--- src/rtl/chkrpl_pkg.sv ---
// Shared defaults and helpers for the chkrpl valid/ready pipeline.
package chkrpl_pkg;

    localparam int          DEF_WIDTH     = 4;
    localparam int          DEF_DEPTH     = 3;
    localparam logic [63:0] DEF_RESET_VAL = 64'd10;

    // Occupancy must represent 0..depth inclusive.
    function automatic int occ_width(input int depth);
        return $clog2(depth + 1);
    endfunction

endpackage

--- src/rtl/chkrpl_stage.sv ---
// One pipeline stage: a valid bit and a data register with ready passed upstream.
module chkrpl_stage
    import chkrpl_pkg::*;
#(
    parameter int               WIDTH     = DEF_WIDTH,
    parameter logic [WIDTH-1:0] RESET_VAL = DEF_RESET_VAL[WIDTH-1:0]
) (
    input  logic             clk,
    input  logic             reset_n,
    input  logic             flush,
    input  logic             up_valid,
    input  logic [WIDTH-1:0] up_data,
    input  logic             down_ready,
    output logic             ready,
    output logic             valid,
    output logic [WIDTH-1:0] data
);

    assign ready = ~valid | down_ready;

    // A ready stage with no incoming word becomes empty but keeps its old data.
    always_ff @(posedge clk or negedge reset_n) begin
        if (!reset_n) begin
            valid <= 1'b0;
            data  <= RESET_VAL;
        end else if (flush) begin
            valid <= 1'b0;
            data  <= RESET_VAL;
        end else if (ready) begin
            valid <= up_valid;
            if (up_valid) begin
                data <= up_data;
            end
        end
    end

endmodule

--- src/rtl/chkrpl_pipe.sv ---
// DEPTH-stage valid/ready pipeline with registered occupancy count and flush.
module chkrpl_pipe
    import chkrpl_pkg::*;
#(
    parameter int          WIDTH     = DEF_WIDTH,
    parameter int          DEPTH     = DEF_DEPTH,
    parameter logic [63:0] RESET_VAL = DEF_RESET_VAL
) (
    input  logic                         clk,
    input  logic                         reset_n,
    input  logic                         flush,
    input  logic                         in_valid,
    output logic                         in_ready,
    input  logic [WIDTH-1:0]             d_in,
    output logic                         out_valid,
    input  logic                         out_ready,
    output logic [WIDTH-1:0]             d_out,
    output logic [occ_width(DEPTH)-1:0]  occupancy,
    input  logic                         test_mode,
    input  logic                         scan_en,
    input  logic                         scan_in0,
    output logic                         scan_out0
);

    localparam int               OCC_W    = occ_width(DEPTH);
    localparam logic [WIDTH-1:0] RST_DATA = RESET_VAL[WIDTH-1:0];

    logic run_en;
    logic in_hs;
    logic out_hs;
    logic dft_unused;

    for (genvar i = 0; i < DEPTH; i++) begin : g_stage
        logic             up_valid;
        logic [WIDTH-1:0] up_data;
        logic             down_ready;
        logic             ready;
        logic             valid;
        logic [WIDTH-1:0] data;

        if (i == 0) begin : g_first
            assign up_valid = in_valid & run_en;
            assign up_data  = d_in;
        end else begin : g_next
            assign up_valid = g_stage[i-1].valid;
            assign up_data  = g_stage[i-1].data;
        end

        if (i == DEPTH - 1) begin : g_last
            assign down_ready = out_ready;
        end else begin : g_inner
            assign down_ready = g_stage[i+1].ready;
        end

        chkrpl_stage #(
            .WIDTH     (WIDTH),
            .RESET_VAL (RST_DATA)
        ) u_stage (
            .clk        (clk),
            .reset_n    (reset_n),
            .flush      (flush),
            .up_valid   (up_valid),
            .up_data    (up_data),
            .down_ready (down_ready),
            .ready      (ready),
            .valid      (valid),
            .data       (data)
        );
    end

    // Holds in_ready low during reset and until the first edge after release.
    always_ff @(posedge clk or negedge reset_n) begin
        if (!reset_n) begin
            run_en <= 1'b0;
        end else begin
            run_en <= 1'b1;
        end
    end

    assign in_ready  = run_en & g_stage[0].ready & ~flush;
    assign out_valid = g_stage[DEPTH-1].valid;
    assign d_out     = g_stage[DEPTH-1].data;

    assign in_hs  = in_valid & in_ready;
    assign out_hs = out_valid & out_ready;

    always_ff @(posedge clk or negedge reset_n) begin
        if (!reset_n) begin
            occupancy <= '0;
        end else if (flush) begin
            occupancy <= '0;
        end else if (in_hs && !out_hs) begin
            occupancy <= occupancy + OCC_W'(1);
        end else if (out_hs && !in_hs) begin
            occupancy <= occupancy - OCC_W'(1);
        end
    end

    assign dft_unused = test_mode ^ scan_en ^ scan_in0;
    assign scan_out0  = 1'b0;

endmodule

--- config.mk ---
export PLATFORM = sky130hd
export DESIGN_NAME = chkrpl_pipe
export DESIGN_NICKNAME = d
export VERILOG_FILES = /design/src/rtl/chkrpl_pkg.sv /design/src/rtl/chkrpl_stage.sv /design/src/rtl/chkrpl_pipe.sv
export SDC_FILE = /design/constraint.sdc
export NUM_CORES = 1
export LEC_CHECK = 0
export CAP_MARGIN = 15
export CORE_MARGIN = 2
export CORE_UTILIZATION = 25
export DETAILED_ROUTE_END_ITERATION = 10
export SYNTH_ARGS = -nofsm -noshare
export SYNTH_HDL_FRONTEND = slang
export SYNTH_SLANG_ARGS = --single-unit
--- constraint.sdc ---
create_clock -name clk -period 1.5 [get_ports clk]
set_clock_uncertainty 0.15 [all_clocks]
set_input_delay 0.45 -clock clk [delete_from_list [all_inputs] [get_ports clk]]
set_output_delay 0.45 -clock clk [all_outputs]
set_load 0.02 [all_outputs]
==> results.md, run 1 <==
* P per Cell Area at 761.1 nW/µm²
* GRT overflow at 0
* Vias in the first global route at 665
* Worst reg2reg startpoint: g_stage[2].u_stage.valid
* Drt via density at 4.191
* Clock Path Buffers at 2
* Ratio of cells with drive above 1 in the final layout at 38.68%
* H-tree depth at 1
* WL final at 1.751 mm
* Mapped cell area at 844.6 µm²
* Crit end category: output port
* Final nets at 119
* Ant diodes at 0
* Slew Viols, Final at 0
* Worst R2R Path Depth at 5
* Path category of the worst min-delay check: input pin to async pin
* Synth Instances at 77
* Startpoint types: input pin
* Failing checks: setup timing
* Total track usage at 10.30%
* Synth cell types at 27
* Die area at 3859 µm²
* IO Pins at 21
* Area growth syn-to-layout at 40.59%
* Final GP Congestion at 0.7963
* Min Tclk post-route at 1.709 ns
* Final ANT Viol Nets at 0
* CTS Buf Count at 3
* RSZ-0062 raised after global routing: yes
* Placed insts at 146
* Antenna violations before repair at 0
* DIE HEIGHT at 62.12 µm
* HPWL after DPL at 1.239 mm
* TritonCTS clock tree: done
* Req. time, crit path at 0.90 ns
* Starting DRT DRC Count at 5
* Hold Violations, Final at 0
* Routed len/inst at 11.52 µm
* Post-synthesis average cell area at 10.97 µm²
* CP Data Arrival Time at 1.11 ns
* Clock latency on the worst-skew pair at 0.29 ns
* CP Launch Point: flush
* Register area share after synthesis at 54.22%
* Drt pass-1 iters at 3
* Yosys reg bits at 18
* Die W at 62.12 µm
* Via count at 637
* DRC Markers at 0
* Fin cells at 152
* Port buffer count at 16
* Number of endpoints failing setup at the final stage at 5
* Clk root buf: clkbuf_4
* Ys Warns at 0
* Max IR drop VDD at 0.0003437 V
* Period utilization at 113.9%
* Largest net degree at the start of global routing at 19
* P_leak at 0.6269 nW
* Initial Util at 25.71%
* Critical path class: input pin to output port
* Highest net fanout along the worst path at 3
* Reg clk slew, reported paths at 0.09 ns
* CTS Sinks at 18
* Max-Cap Viols at 0
* Setup WS pre-CTS at -0.8826 ns
* Site Rows at 21
* Worst Setup Slack, final at -0.2088 ns
* Status: finished, violations left
* Total core area at 3284 µm²
* Post-synthesis net count at 89
* First-pass GRT wire length at 3.029 mm
* Peak Freq at 585.2 MHz
flip-flops by register name (all words and copies together), names as in the netlist:
signal	cells
g_stage.u_stage.data	12
g_stage.u_stage.valid	3
occupancy	2
run_en	1
cells by family after synthesis:
family	Yosys count	synth area share, %
AOI/OAI and AO/OA	12	11.11
xor gates and xnor gates	1	1.037
buffers and inverters	10	6.962
DFF	18	54.22
muxes	6	7.111
other	2	0.8892
and+or+nand+nor	28	18.67
where the power goes:
part	internal, mW	leakage [nW]	switching [mW]
combinational	0.0758	0.386	0.0680
sequential	0.509	0.226	0.0105
clock	0.104	0.0150	0.137
cells in the final DEF (no fill, tap or decap), types with 2 or more instances in the layout:
master / instances
dfstp_2: 6
nor2_1: 15
inv_1: 4
dlygate4sd2_1: 2
dfrtp_1: 12
a21oi_1: 2
a211o_1: 6
conb_1: 2
mux2i_1: 6
clkbuf_4: 3
buf_2: 4
buf_6: 3
clkdlybuf4s50_1: 5
nor2b_1: 2
buf_4: 15
metrics by stage:
step                cell area (µm²)  total power [mW]  utilization, %  hold slack (ns)  TNS (ns)
floorplan                     852.1            0.5952               -         0.004409         0
global placement               1134            0.6619           34.51           0.3600    -9.257
detailed placement             1134            0.6664           34.51           0.3703    -9.731
CTS                            1169            0.9197           35.58           0.3496   -0.5067
global route                   1187            0.9547           36.15           0.3500    -1.008
finish                         1187            0.9038           36.15           0.3549   -0.4600
cell usage after synthesis, drive strengths merged:
| library cell | instances | share of area [%] |
|---|---|---|
| nor2 | 15 | 6.7 |
| dfrtp | 12 | 36 |
| a211o | 6 | 6.2 |
| buf | 6 | 5.2 |
| dfstp | 6 | 19 |
| mux2i | 6 | 7.1 |
| inv | 4 | 1.8 |
| nor2b | 3 | 2.2 |
| a21oi | 2 | 1.2 |
| and2 | 2 | 1.5 |
| conb | 2 | 0.89 |
| a21bo | 1 | 1.2 |
| a21boi | 1 | 0.89 |
| a32oi | 1 | 1.0 |
| and2b | 1 | 1.2 |
| and3b | 1 | 1.0 |
| and4 | 1 | 1.0 |
| nand2 | 1 | 0.44 |
| nand2b | 1 | 0.74 |
| nand4b | 1 | 1.8 |
| nor3 | 1 | 0.59 |
| nor3b | 1 | 1.5 |
| o21ai | 1 | 0.59 |
| xor2 | 1 | 1.0 |
worst max-delay path: stages:
cell and delay (ns):
dlygate4sd2_1 0.26, nor2b_4 0.14, and2_4 0.15, buf_6 0.11
worst paths after layout:
check | to | slack (ns)
hold reg to reg | g_stage[2].u_stage.data[0] | 0.38
hold / removal | g_stage[0].u_stage.valid | 0.35
min in group clk | g_stage[2].u_stage.data[0] | 0.38
setup / recovery | in_ready | -0.21
setup reg to reg | occupancy[0] | -0.02
max in group asynchronous | g_stage[2].u_stage.data[3] | 0.64
layer usage:
layer | GRT usage (%) | vias up | share of wire (%)
li1 | - | 309 | -
met1 | 12.06 | 313 | 43
met2 | 16.03 | 10 | 50
met3 | 4.167 | 5 | 4.1
met4 | 5.833 | 0 | 2.5
met5 | 0 | - | 0
repair_timing:
item                                    4_1_cts  5_1_grt
endpoints found under the setup margin       22       13
hold buffers                                  0        0
setup buffers                                 0        2
gates cloned                                  0        0
gates resized for setup                      51        1
pin swaps                                     1        0
final cells by class:
type	instances	area, µm²
fillers	343	2097
flip-flops and latches	18	457.9
multi-input cells	49	366.6
clock buffers	4	26.28
inverters	4	15.01
repair buffers	31	264.0
well taps	46	57.56
No activity file was read; power rests on OpenSTA's default activity.
==> run 2, diff against run 1 <==
- GPL_TIMING_DRIVEN: default -> 0
- REMOVE_ABC_BUFFERS: default -> 1
- clock period: 1.5 -> 1.8 ns (I/O delays scaled with it)
==> run 2 against run 1 <==
The flow still finishes with violations (setup timing). Highest routed layer unchanged. Largest cell class unchanged. Non-clock buffer count fell by 13. Clock power barely moved. Worst setup slack improved by 0.21 ns. Critical path type unchanged. Register-to-register slack better by 0.28 ns. Critical endpoint unchanged. Via count fell by 9.7%. Critical path depth unchanged. First-iteration DRC count decreased by 40%. Routed wire length shrank 22%. Sequential power fell by 16%.
==> results.md, run 2 (synthesis results as in run 1) <==
* Status: finished, violations left
* Failing checks: setup timing
* Top delay family on crit path: simple AND/OR/NAND/NOR gates
* Vias in the first global route at 552
* CP Launch Point: flush
* Final ANT Viol Nets at 0
* P_leak at 0.5595 nW
* Tot Pwr at 0.7639 mW
* Register area at 460.4 µm²
* Number of endpoints failing setup at the final stage at 1
* Final GP Congestion at 0.6903
* Final nets at 106
* Critical path class: input pin to output port
* Crit end category: output port
* Slew Viols, Final at 0
* Area growth syn-to-layout at 26.82%
* IO Pins at 21
* GRT overflow at 0
* Starting DRT DRC Count at 3
* Path category of the worst min-delay check: flop to flop
* Clock Path Buffers at 2
* Worst R2R Path Depth at 5
* Routed len/inst at 9.813 µm
* Min Tclk post-route at 1.802 ns
* Clock latency on the worst-skew pair at 0.28 ns
* Period utilization at 100.1%
* TritonCTS clock tree: done
* Most flops, register: g_stage.u_stage.data
* Highest net fanout along the worst path at 18
* Total core area at 3284 µm²
* Peak Freq at 554.8 MHz
* Critical path's largest stage delay at 0.18 ns
* Most frequent cells in the layout: nor2_1, dfrtp_1
* Clk root buf: clkbuf_4
* Reg clk slew, reported paths at 0.10 ns
* Hold Violations, Final at 0
* Total track usage at 7.903%
* Site Rows at 21
* FF-to-FF End: g_stage[0].u_stage.data[1]
* Worst Setup Slack, final at -0.002391 ns
* Die area at 3859 µm²
* Fin Setup TNS at -0.002391 ns
* Top flop regs: g_stage.u_stage.data: 12 flops, g_stage.u_stage.valid: 3 flops, occupancy: 2 flops
* R2R Setup Slk at 0.26 ns
* Startpoint types: input pin
* Fill count at 346
* Max FFs per register at 12
* Tightest Pin Transition at 0.7937 ns
* CP Data Arrival Time at 1.11 ns
* Largest net degree at the start of global routing at 19
* Die W at 62.12 µm
* End of the critical path: in_ready
* Req. time, crit path at 1.11 ns
* Ant diodes at 0
* Slew margin rel. at 46.92%
* P per Cell Area at 713.2 nW/µm²
* Worst hold margin at 0.3827 ns
* Sequence of cells on the critical path: buf_4 -> nor2b_4 -> and2_4 -> buf_6
* Antenna violations before repair at 0
* H-tree depth at 1
* Max-Cap Viols at 0
* First-pass GRT wire length at 2.449 mm
* Commonest non-fill, non-tap cell in the layout: nor2_1
* Port buffer count at 16
* DRC Markers at 0
* Stages on worst setup path at 4
* Via count at 575
* Drt pass-1 iters at 4
* Setup WS pre-CTS at -1.231 ns
* HPWL after DPL at 994.3 µm
* CTS Buf Count at 3
* RSZ-0062 raised after global routing: yes
* Drt via density at 4.137
* Slowest stage cell, crit path: buf_4
* Initial Util at 25.71%
* WL final at 1.364 mm
* Worst reg2reg startpoint: g_stage[1].u_stage.valid
* Max IR drop VDD at 0.0003381 V
* Area occupied by multi-input gates at 349.1 µm²
* Ratio of cells with drive above 1 in the final layout at 26.88%
* Worst path bufs/invs at 2
* CTS Sinks at 18
* DIE HEIGHT at 62.12 µm
run 2: report_power, final:
group          switching (mW)  internal (mW)  leakage, nW
sequential            0.00990          0.424        0.223
combinational          0.0468         0.0432        0.316
clock                   0.117          0.123       0.0210
total                   0.174          0.590        0.560
run 2: tightest hold or removal path, stage by stage (launching register included):
cell     delay [ns]
dfrtp_1        0.36
mux2i_1        0.07
nor2_1         0.07
run 2: cell type report:
type	count	share of cell area, %
multi-input cells	49	32.59
repair buffers	18	14.25
clock buffers	4	3.388
well taps	46	5.374
inverters	4	1.402
flip-flops and latches	18	42.99
run 2: through the flow:
| stage | utilization [%] | instances | cell area, µm² |
|---|---|---|---|
| floorplan | - | 71 | 800.8 |
| global placement | 31.01 | 133 | 1018 |
| detailed placement | 31.01 | 133 | 1018 |
| CTS | 32.57 | 138 | 1070 |
| global route | 32.61 | 139 | 1071 |
| finish | 32.61 | 139 | 1071 |
run 2: how the worst min path moves through the flow:
stage	from	to	slack, ns	cells past startpoint
2_1_floorplan	reset_n	g_stage[0].u_stage.data[0]	0.09	0
3_3_place_gp	g_stage[1].u_stage.data[0]	g_stage[2].u_stage.data[0]	0.36	2
3_5_place_dp	g_stage[1].u_stage.data[0]	g_stage[2].u_stage.data[0]	0.37	2
4_1_cts	g_stage[1].u_stage.data[0]	g_stage[2].u_stage.data[0]	0.39	2
5_1_grt	flush	occupancy[1]	0.41	2
6_report	g_stage[1].u_stage.data[0]	g_stage[2].u_stage.data[0]	0.38	2
run 2: metal layers:
| metal | track usage [%] | wire length [µm] |
|---|---|---|
| met1 | 10.64 | 641 |
| met2 | 11.28 | 634 |
| met3 | 1.993 | 62 |
| met4 | 5.000 | 27 |
| met5 | 0 | 0 |
run 2: timing repair:
item                       in CTS  in global routing
hold buffers                    0                  0
setup buffers                   1                  1
setup endpoints to repair      14                  4
gates resized for setup        32                  4
==> run 3, diff against run 2 <==
- CTS_CLUSTER_SIZE: default -> 16
- GPL_ROUTABILITY_DRIVEN: default -> 0
==> results of run 3 <==
Final layout, timing and power as in run 2 (identical DEF).
